### config.mk
export PLATFORM = sky130hd
export DESIGN_NAME = frame_write_burst_ctrl
export DESIGN_NICKNAME = d
export VERILOG_FILES = /design/src/rtl/frame_write_burst_ctrl_pkg.sv /design/src/rtl/frame_write_burst_ctrl.sv
export SDC_FILE = /design/constraint.sdc
export NUM_CORES = 1
export LEC_CHECK = 0
export CORE_ASPECT_RATIO = 0.8
export CORE_UTILIZATION = 45
export CTS_BUF_LIST = sky130_fd_sc_hd__clkbuf_16
export CTS_CLUSTER_DIAMETER = 40
export DETAILED_ROUTE_END_ITERATION = 8
export PLACE_DENSITY = 0.8
export SLEW_MARGIN = 40
export SYNTH_ARGS = -nofsm -noshare
export SYNTH_HDL_FRONTEND = slang
export SYNTH_SLANG_ARGS = --single-unit
### constraint.sdc
create_clock -name mem_clk -period 10.13 [get_ports mem_clk]
set_input_delay 2.026 -clock mem_clk [delete_from_list [all_inputs] [get_ports mem_clk]]
set_output_delay 2.026 -clock mem_clk [all_outputs]
set_load 0.01 [all_outputs]
### src/rtl/frame_write_burst_ctrl_pkg.sv
// Shared definitions for the per-channel frame write burst master:
// default geometry and the controller state encoding.
package frame_write_burst_ctrl_pkg;

  localparam int unsigned DEF_MEM_DATA_BITS = 64;
  localparam int unsigned DEF_ADDR_BITS     = 24;
  localparam int unsigned DEF_BURST_LEN     = 128;
  localparam int unsigned DEF_USEDW_BITS    = 10;
  localparam int unsigned DEF_FRAME_STRIDE  = 32'h0008_0000;
  localparam int unsigned BURST_LEN_BITS    = 10;

  typedef enum logic [1:0] {
    IDLE  = 2'd0,
    ACK   = 2'd1,
    CHECK = 2'd2,
    BURST = 2'd3
  } wb_state_t;

endpackage

### src/rtl/frame_write_burst_ctrl.sv
// Write master: drains the show-ahead pixel FIFO into fixed-size bursts on one
// memory controller write port, one frame buffer per req/ack handshake.
module frame_write_burst_ctrl
  import frame_write_burst_ctrl_pkg::*;
#(
  parameter int unsigned MEM_DATA_BITS = DEF_MEM_DATA_BITS,
  parameter int unsigned ADDR_BITS     = DEF_ADDR_BITS,
  parameter int unsigned BURST_LEN     = DEF_BURST_LEN,
  parameter int unsigned USEDW_BITS    = DEF_USEDW_BITS,
  parameter int unsigned FRAME_STRIDE  = DEF_FRAME_STRIDE
) (
  input  logic                      mem_clk,
  input  logic                      rst_n,
  input  logic                      write_req,
  output logic                      write_req_ack,
  input  logic [1:0]                write_addr_index,
  input  logic [ADDR_BITS-1:0]      write_len,
  output logic                      write_done,
  output logic                      fifo_aclr,
  input  logic [USEDW_BITS-1:0]     fifo_rdusedw,
  output logic                      fifo_rdreq,
  output logic                      wr_burst_req,
  output logic [BURST_LEN_BITS-1:0] wr_burst_len,
  output logic [ADDR_BITS-1:0]      wr_burst_addr,
  input  logic                      wr_burst_data_req,
  input  logic                      wr_burst_finish
);

  localparam logic [ADDR_BITS-1:0] STRIDE    = ADDR_BITS'(FRAME_STRIDE);
  localparam logic [ADDR_BITS-1:0] BURST_MAX = ADDR_BITS'(BURST_LEN);

  if (BURST_LEN < 1 || BURST_LEN > 1023 || MEM_DATA_BITS == 0) begin : g_param_check
    $error("frame_write_burst_ctrl: BURST_LEN must be 1..1023");
  end

  wb_state_t state, state_nxt;

  logic [ADDR_BITS-1:0] base;
  logic [ADDR_BITS-1:0] len;
  logic [ADDR_BITS-1:0] written;
  logic [ADDR_BITS-1:0] remaining;
  logic [ADDR_BITS-1:0] blen;
  logic                 frame_complete;
  logic                 fill_ok;
  logic                 relatch;
  logic                 launch;

  assign remaining      = len - written;
  assign frame_complete = (remaining == '0);
  assign blen           = (remaining < BURST_MAX) ? remaining : BURST_MAX;
  assign fill_ok        = (ADDR_BITS'(fifo_rdusedw) >= blen);

  // A new request is latched both from IDLE and when abandoning a frame in CHECK.
  assign relatch = (state_nxt == ACK) && (state != ACK);
  assign launch  = (state == CHECK) && (state_nxt == BURST);

  always_ff @(posedge mem_clk or negedge rst_n) begin
    if (!rst_n) begin
      state <= IDLE;
    end else begin
      state <= state_nxt;
    end
  end

  // A finished frame reports done before any pending request is taken from IDLE.
  always_comb begin
    state_nxt = state;
    unique case (state)
      IDLE:  if (write_req) state_nxt = ACK;
      ACK:   if (!write_req) state_nxt = CHECK;
      CHECK: begin
        if (frame_complete)  state_nxt = IDLE;
        else if (write_req)  state_nxt = ACK;
        else if (fill_ok)    state_nxt = BURST;
      end
      BURST: if (wr_burst_finish) state_nxt = CHECK;
      default: state_nxt = IDLE;
    endcase
  end

  always_comb begin
    write_req_ack = 1'b0;
    fifo_aclr     = 1'b0;
    write_done    = 1'b0;
    wr_burst_req  = 1'b0;
    fifo_rdreq    = 1'b0;
    unique case (state)
      ACK: begin
        write_req_ack = 1'b1;
        fifo_aclr     = 1'b1;
      end
      CHECK: write_done = frame_complete;
      BURST: begin
        wr_burst_req = 1'b1;
        fifo_rdreq   = wr_burst_data_req;
      end
      default: ;
    endcase
  end

  always_ff @(posedge mem_clk or negedge rst_n) begin
    if (!rst_n) begin
      base          <= '0;
      len           <= '0;
      written       <= '0;
      wr_burst_len  <= '0;
      wr_burst_addr <= '0;
    end else if (relatch) begin
      base    <= ADDR_BITS'(write_addr_index) * STRIDE;
      len     <= write_len;
      written <= '0;
    end else if (launch) begin
      wr_burst_len  <= blen[BURST_LEN_BITS-1:0];
      wr_burst_addr <= base + written;
    end else if (state == BURST && wr_burst_finish) begin
      written <= written + ADDR_BITS'(wr_burst_len);
    end
  end

endmodule

# == Word level (Yosys, flattened, before mapping) ==
# Index checks and enable logic that the tools add are counted.
# classes
muxes,15
reduce_logical,8
multipliers,0
div_mod_pow,0
n_addsub,3
n_shift,0
eq_ne,7
bitwise,1
order_cmp,2
# ops
cell,count
two-way mux 24 bit,4
adder 21 x 24 -> 24 bit,1
adder 24 x 10 -> 24 bit,1
greater-or-equal comparator 10 x 24 -> 1 bit,1
zero test 24 bit,1
< comparator 24 x 8 -> 1 bit (second input constant),1
subtractor 24 bit,1
two-way mux 2 bit,6
one-hot mux 2 bit (4 select lines),1
equality test 2 bit (second input constant),3
equality test 2 x 1 -> 1 bit (second input constant),2
two-way mux 1 bit,4
AND reduction 2 bit,2
logical AND 1 bit,3
zero test 2 bit,1
inequality test 2 x 1 -> 1 bit (second input constant),1
inequality test 2 bit (second input constant),1
nonzero test 2 bit,1
inverter 1 bit,1
# totals
out_inout_bits,39
wordCells,42
mem_bits_ro,0
regBits,86
latchBits,0
mem_bits_rw,0
input_bits,41
n_memories,0

# == Longest topological paths before layout ==
# logic_depth
word_depth,12
mapped_depth,26
depth_no_buf,23

# == Least setup slack after synthesis ==
# Ideal clock, no wire load.
# synth_timing
path_type,flip-flop to output port
start,reg written[0]
end,out write_done
t_required_ns,8.104
arrival_ns,3.321
n_path_buf,1
path_stages_with_launch,13
setup_slack_ns,4.783
cell_sequence,dfrtp_1 -> ha_1 -> fa_1 -> nor2b_1 -> o211ai_1 -> a211oi_1 -> o21ai_0 -> and3_1 -> nor4_1 -> or4b_1 -> or3_1 -> buf_6 -> nor3_1
# synth_via
elab_chain_len,3
# synth_lines
element,line_no,text
start: declaration,frame_write_burst_ctrl.sv:40,logic [ADDR_BITS-1:0] written;
start signal: assignment,frame_write_burst_ctrl.sv:116,written <= written + ADDR_BITS'(wr_burst_len);
subtractor 24 bit,frame_write_burst_ctrl.sv:48,assign remaining = len - written;
zero test 24 bit,frame_write_burst_ctrl.sv:49,assign frame_complete = (remaining == '0);
two-way mux 1 bit,frame_write_burst_ctrl.sv:87,unique case (state)
end: declaration,frame_write_burst_ctrl.sv:18,"output logic write_done,"
# Every way passes these cells.

# == Final worst setup path ==
# layout_timing
start,reg len[0]
end,out write_done
# layout_via
elab_chain_len,3
# layout_lines
element,line_no,text
start: declaration,frame_write_burst_ctrl.sv:39,logic [ADDR_BITS-1:0] len;
start signal: assignment,frame_write_burst_ctrl.sv:110,len <= write_len;
subtractor 24 bit,frame_write_burst_ctrl.sv:48,
zero test 24 bit,frame_write_burst_ctrl.sv:49,
two-way mux 1 bit,frame_write_burst_ctrl.sv:87,
# Every way passes these cells.

==> flow_metrics.env <==
export IMPL_status="finished, final reports clean"
export IMPL_dp_hpwl_mm=10.9
export IMPL_fin_tns_setup_ps=0
export IMPL_maxCapViolations=0
export IMPL_drive_gt1_share_pct=11.3
export IMPL_synth_area_um2=5740
export IMPL_ys_warn_count=0
export IMPL_rsz0062_at_grt="false"
export IMPL_fp_coreArea_um2=12300
export IMPL_finalSetupViolations=0
export IMPL_antenna_left=0
export IMPL_cp_startpoint="len[0]$_DFFE_PN0N_"
export IMPL_critPathMaxStageDelay_ps=560
export IMPL_fillers=1035
export IMPL_r2r_worst_path_cells=25
export IMPL_nets=746
export IMPL_grt_pass1_wl_mm=23.1
export IMPL_initial_core_util_pct=46.7
export IMPL_period_minus_slack_ps=6650
export IMPL_synthTopCellsByArea="dfrtp_1 37%, ha_1 9.8%, mux2_4 6.3%"
export IMPL_syn_avg_cell_area_um2=9.87
export IMPL_worstPathArrival_ps=4620
export IMPL_irDropWorstVdd_mv=0.0982
export IMPL_r2r_end="wr_burst_addr[12]$_DFFE_PN0P_"
export IMPL_ff_latch_area_um2=2150
export IMPL_wl_per_cell_um=17.4
export IMPL_port_buffers=79
export IMPL_timing_critical_path_buf_inv=2
export IMPL_holdWs_ps=503
export IMPL_synth_edff_count=0
export IMPL_finClkSkew_ps=10.1
export IMPL_syn_to_final_growth_pct=21.5
export IMPL_die_h_um=103
export IMPL_max_slew_margin_pct=49.6
export IMPL_drc=0
export IMPL_layout_common_cells="86 x dfrtp_1, 78 x clkdlybuf4s50_1, 60 x nor2_1, 47 x a21oi_1"
export IMPL_cp_start_kind="flop"
export IMPL_insertion_delay_ps=350
export IMPL_via_per_inst=5.54
export IMPL_holdBufCountCts=0
export IMPL_gp_congestion=0.888
export IMPL_r2r_start="len[0]$_DFFE_PN0N_"
export IMPL_clock_sinks=86
export IMPL_die_x_um=128
export IMPL_synth_distinct_cells=58
export IMPL_cts_tree="yes"
export IMPL_crit_type="reg2out"
export IMPL_firstDrtPassIters=5
export IMPL_worstMarginPinSlew_ps=756
export IMPL_grt_max_degree=52
export IMPL_ys_flop_type="dfrtp_1"
export IMPL_async_flop_share_pct=100
export IMPL_crit_path_end="write_done"
export IMPL_finalHoldViolations=0
export IMPL_h_tree_depth=3
export IMPL_synth_seq_cells=86
export IMPL_diodes=0
export IMPL_hp_class="reg2reg"
export IMPL_vias=4615
export IMPL_r2r_setup_slack_ps=4080
export IMPL_grt_usage_pct=22.8
export IMPL_overflow=0
export IMPL_ys_seq_area_share_pct=37.5
export IMPL_power_density_nw_per_um2=247
export IMPL_numCtsBuffers=9
export IMPL_path_cells="inv_1 -> ha_1 -> fa_1 -> nor2b_1 -> o211ai_1 -> a211oi_1 -> o21ai_0 -> and3_1 -> nor4_1 -> or4b_1 -> or3_1 -> nor3_1 -> clkdlybuf4s50_1"
export IMPL_wirelength_mm=14.5
export IMPL_cp_top_family="simple AND/OR/NAND/NOR gates"
export IMPL_post_cts_setup_buffers=0
export IMPL_worst_setup_path_end_kind="primary output"
export IMPL_p_leak_nw=3.11
export IMPL_cp_depth=13
export IMPL_fmax_ghz=0.150
export IMPL_finalMaxSlewViolations=0
export IMPL_multi_input_area_um2=3300
export IMPL_rows=36
export IMPL_required_ps=8100
export IMPL_boundaryPins=80
export IMPL_slowest_stage="clkdlybuf4s50_1"
export IMPL_synth_top_area_share_pct=37.5
export IMPL_clk_pin_slew_ps=60
export IMPL_ctsResizeCount=0
export IMPL_final_common_cell="dfrtp_1"
export IMPL_critPathMaxFanout=7
export IMPL_period_share_pct=65.6
export IMPL_synth_top_cell_by_area="dfrtp_1"
export IMPL_antenna_found_initial=0
export IMPL_grt_pass1_vias=4459
export IMPL_synth_cells=582
export IMPL_clock_root_buffer="clkbuf_16"
export IMPL_clk_path_buf_depth=2
export IMPL_drtIter0Drc=317
export IMPL_dieArea_um2=13200
-- Yosys cell counts, drive strengths merged, types with 2 or more instances --
cell,n
fa,3
buf,12
a311oi,2
nand3,10
clkbuf,8
a22o,8
o21a,7
dfrtp,86
a21oi,47
nor2b,4
mux2,49
and4,2
xor2,8
o211ai,4
a211oi,7
nor3,11
nor4,5
nand2b,4
a221oi,2
mux2i,3
xnor2,31
and2,5
a22oi,2
o31ai,2
o21ai,21
nor3b,4
a211o,2
nand2,31
inv,44
or3,2
nor2,60
a21o,13
and3,10
o21bai,4
a31oi,2
nand4,7
ha,45
-- registers in the layout (all words and copies together) (netlist names) --
signal,cells
wr_burst_addr,24
len,24
state,2
written,24
wr_burst_len,10
base,2
-- final cells by class --
cell class	instances	share of cell area (%)
multi-input combinational	432	47.3
timing repair buffer	83	12.1
inverter	45	2.49
clock inverter	7	0.950
clock buffer	9	3.23
tap	171	3.06
sequential	86	30.8
-- routing by layer --
metal | part of all wire [%] | vias to the layer above | routed length, um | track usage [%]
met1 | 49 | 2216 | 7050 | 33.5
met2 | 42 | 166 | 6150 | 33.5
met5 | 0 | - | 0 | 0
li1 | - | 2209 | - | -
met4 | 1.7 | 0 | 243 | 6.79
met3 | 7.5 | 24 | 1080 | 4.93
-- logic make-up (layout without fill, tap and decap cells) --
family / count (synthesis) / after routing / synth area share, %
compound gates: 133 / 133 / 15.6
xor+xnor: 39 / 39 / 5.95
flops: 86 / 86 / 37.5
buf+inv: 65 / 144 / 5.27
mux: 52 / 52 / 11.7
simple gates: 158 / 158 / 13.1
other cells: 1 / 2 / 0.0653
fa+ha+maj: 48 / 48 / 10.8
-- worst register-to-register path, cell delays in order (launching register included) --
cell and delay, ps:
dfrtp_1 380, inv_1 60, ha_1 220, fa_1 410
nor2b_1 180, o211ai_1 150, a211oi_1 330, o21ai_0 260
and3_1 250, nor4_1 240, or4b_1 440, or3_1 550
nor2_1 170, ha_1 240, nand2b_1 150, a21o_1 180
a21o_1 180, a21oi_1 130, nor2b_1 50, o21ai_0 230
a2111o_1 210, nand2_1 110, o21ai_4 90, buf_8 200
buf_16 190, mux2_2 360
-- worst min path at each step --
stage,start,endpoint,slack (ps),cells after the start
global route,wr_burst_addr[17]$_DFFE_PN0P_,wr_burst_addr[17]$_DFFE_PN0P_,520,1
global placement,wr_burst_addr[16]$_DFFE_PN0P_,wr_burst_addr[16]$_DFFE_PN0P_,490,1
finish,wr_burst_addr[17]$_DFFE_PN0P_,wr_burst_addr[17]$_DFFE_PN0P_,500,1
floorplan,written[14]$_DFFE_PN0P_,wr_burst_addr[14]$_DFFE_PN0P_,480,1
detailed placement,wr_burst_addr[16]$_DFFE_PN0P_,wr_burst_addr[16]$_DFFE_PN0P_,490,1
CTS,wr_burst_addr[17]$_DFFE_PN0P_,wr_burst_addr[17]$_DFFE_PN0P_,510,1
-- metrics by stage --
| stage | std cells | power (mW) | utilization [%] | instance area [um2] | setup slack [ps] |
|---|---|---|---|---|---|
| 4_1_cts | 833 | 1.72 | 56.7 | 6980 | 3500 |
| 3_5_place_dp | 817 | 1.38 | 54.4 | 6680 | 3890 |
| 6_report | 833 | 1.72 | 56.8 | 6980 | 3480 |
| 2_1_floorplan | 583 | 1.15 | - | 5750 | 4780 |
| 5_1_grt | 833 | 1.83 | 56.8 | 6980 | 3130 |
| 3_3_place_gp | 815 | 1.36 | 54.0 | 6640 | 3990 |
-- where the power goes --
| part | switching [mW] | total, mW | leakage (nW) | internal [mW] |
|---|---|---|---|---|
| Sequential | 0.0628 | 0.480 | 1.13 | 0.418 |
| Clock | 0.138 | 0.328 | 0.140 | 0.189 |
| Combinational | 0.504 | 0.917 | 1.84 | 0.413 |
Power figures use the tool's default switching activity.
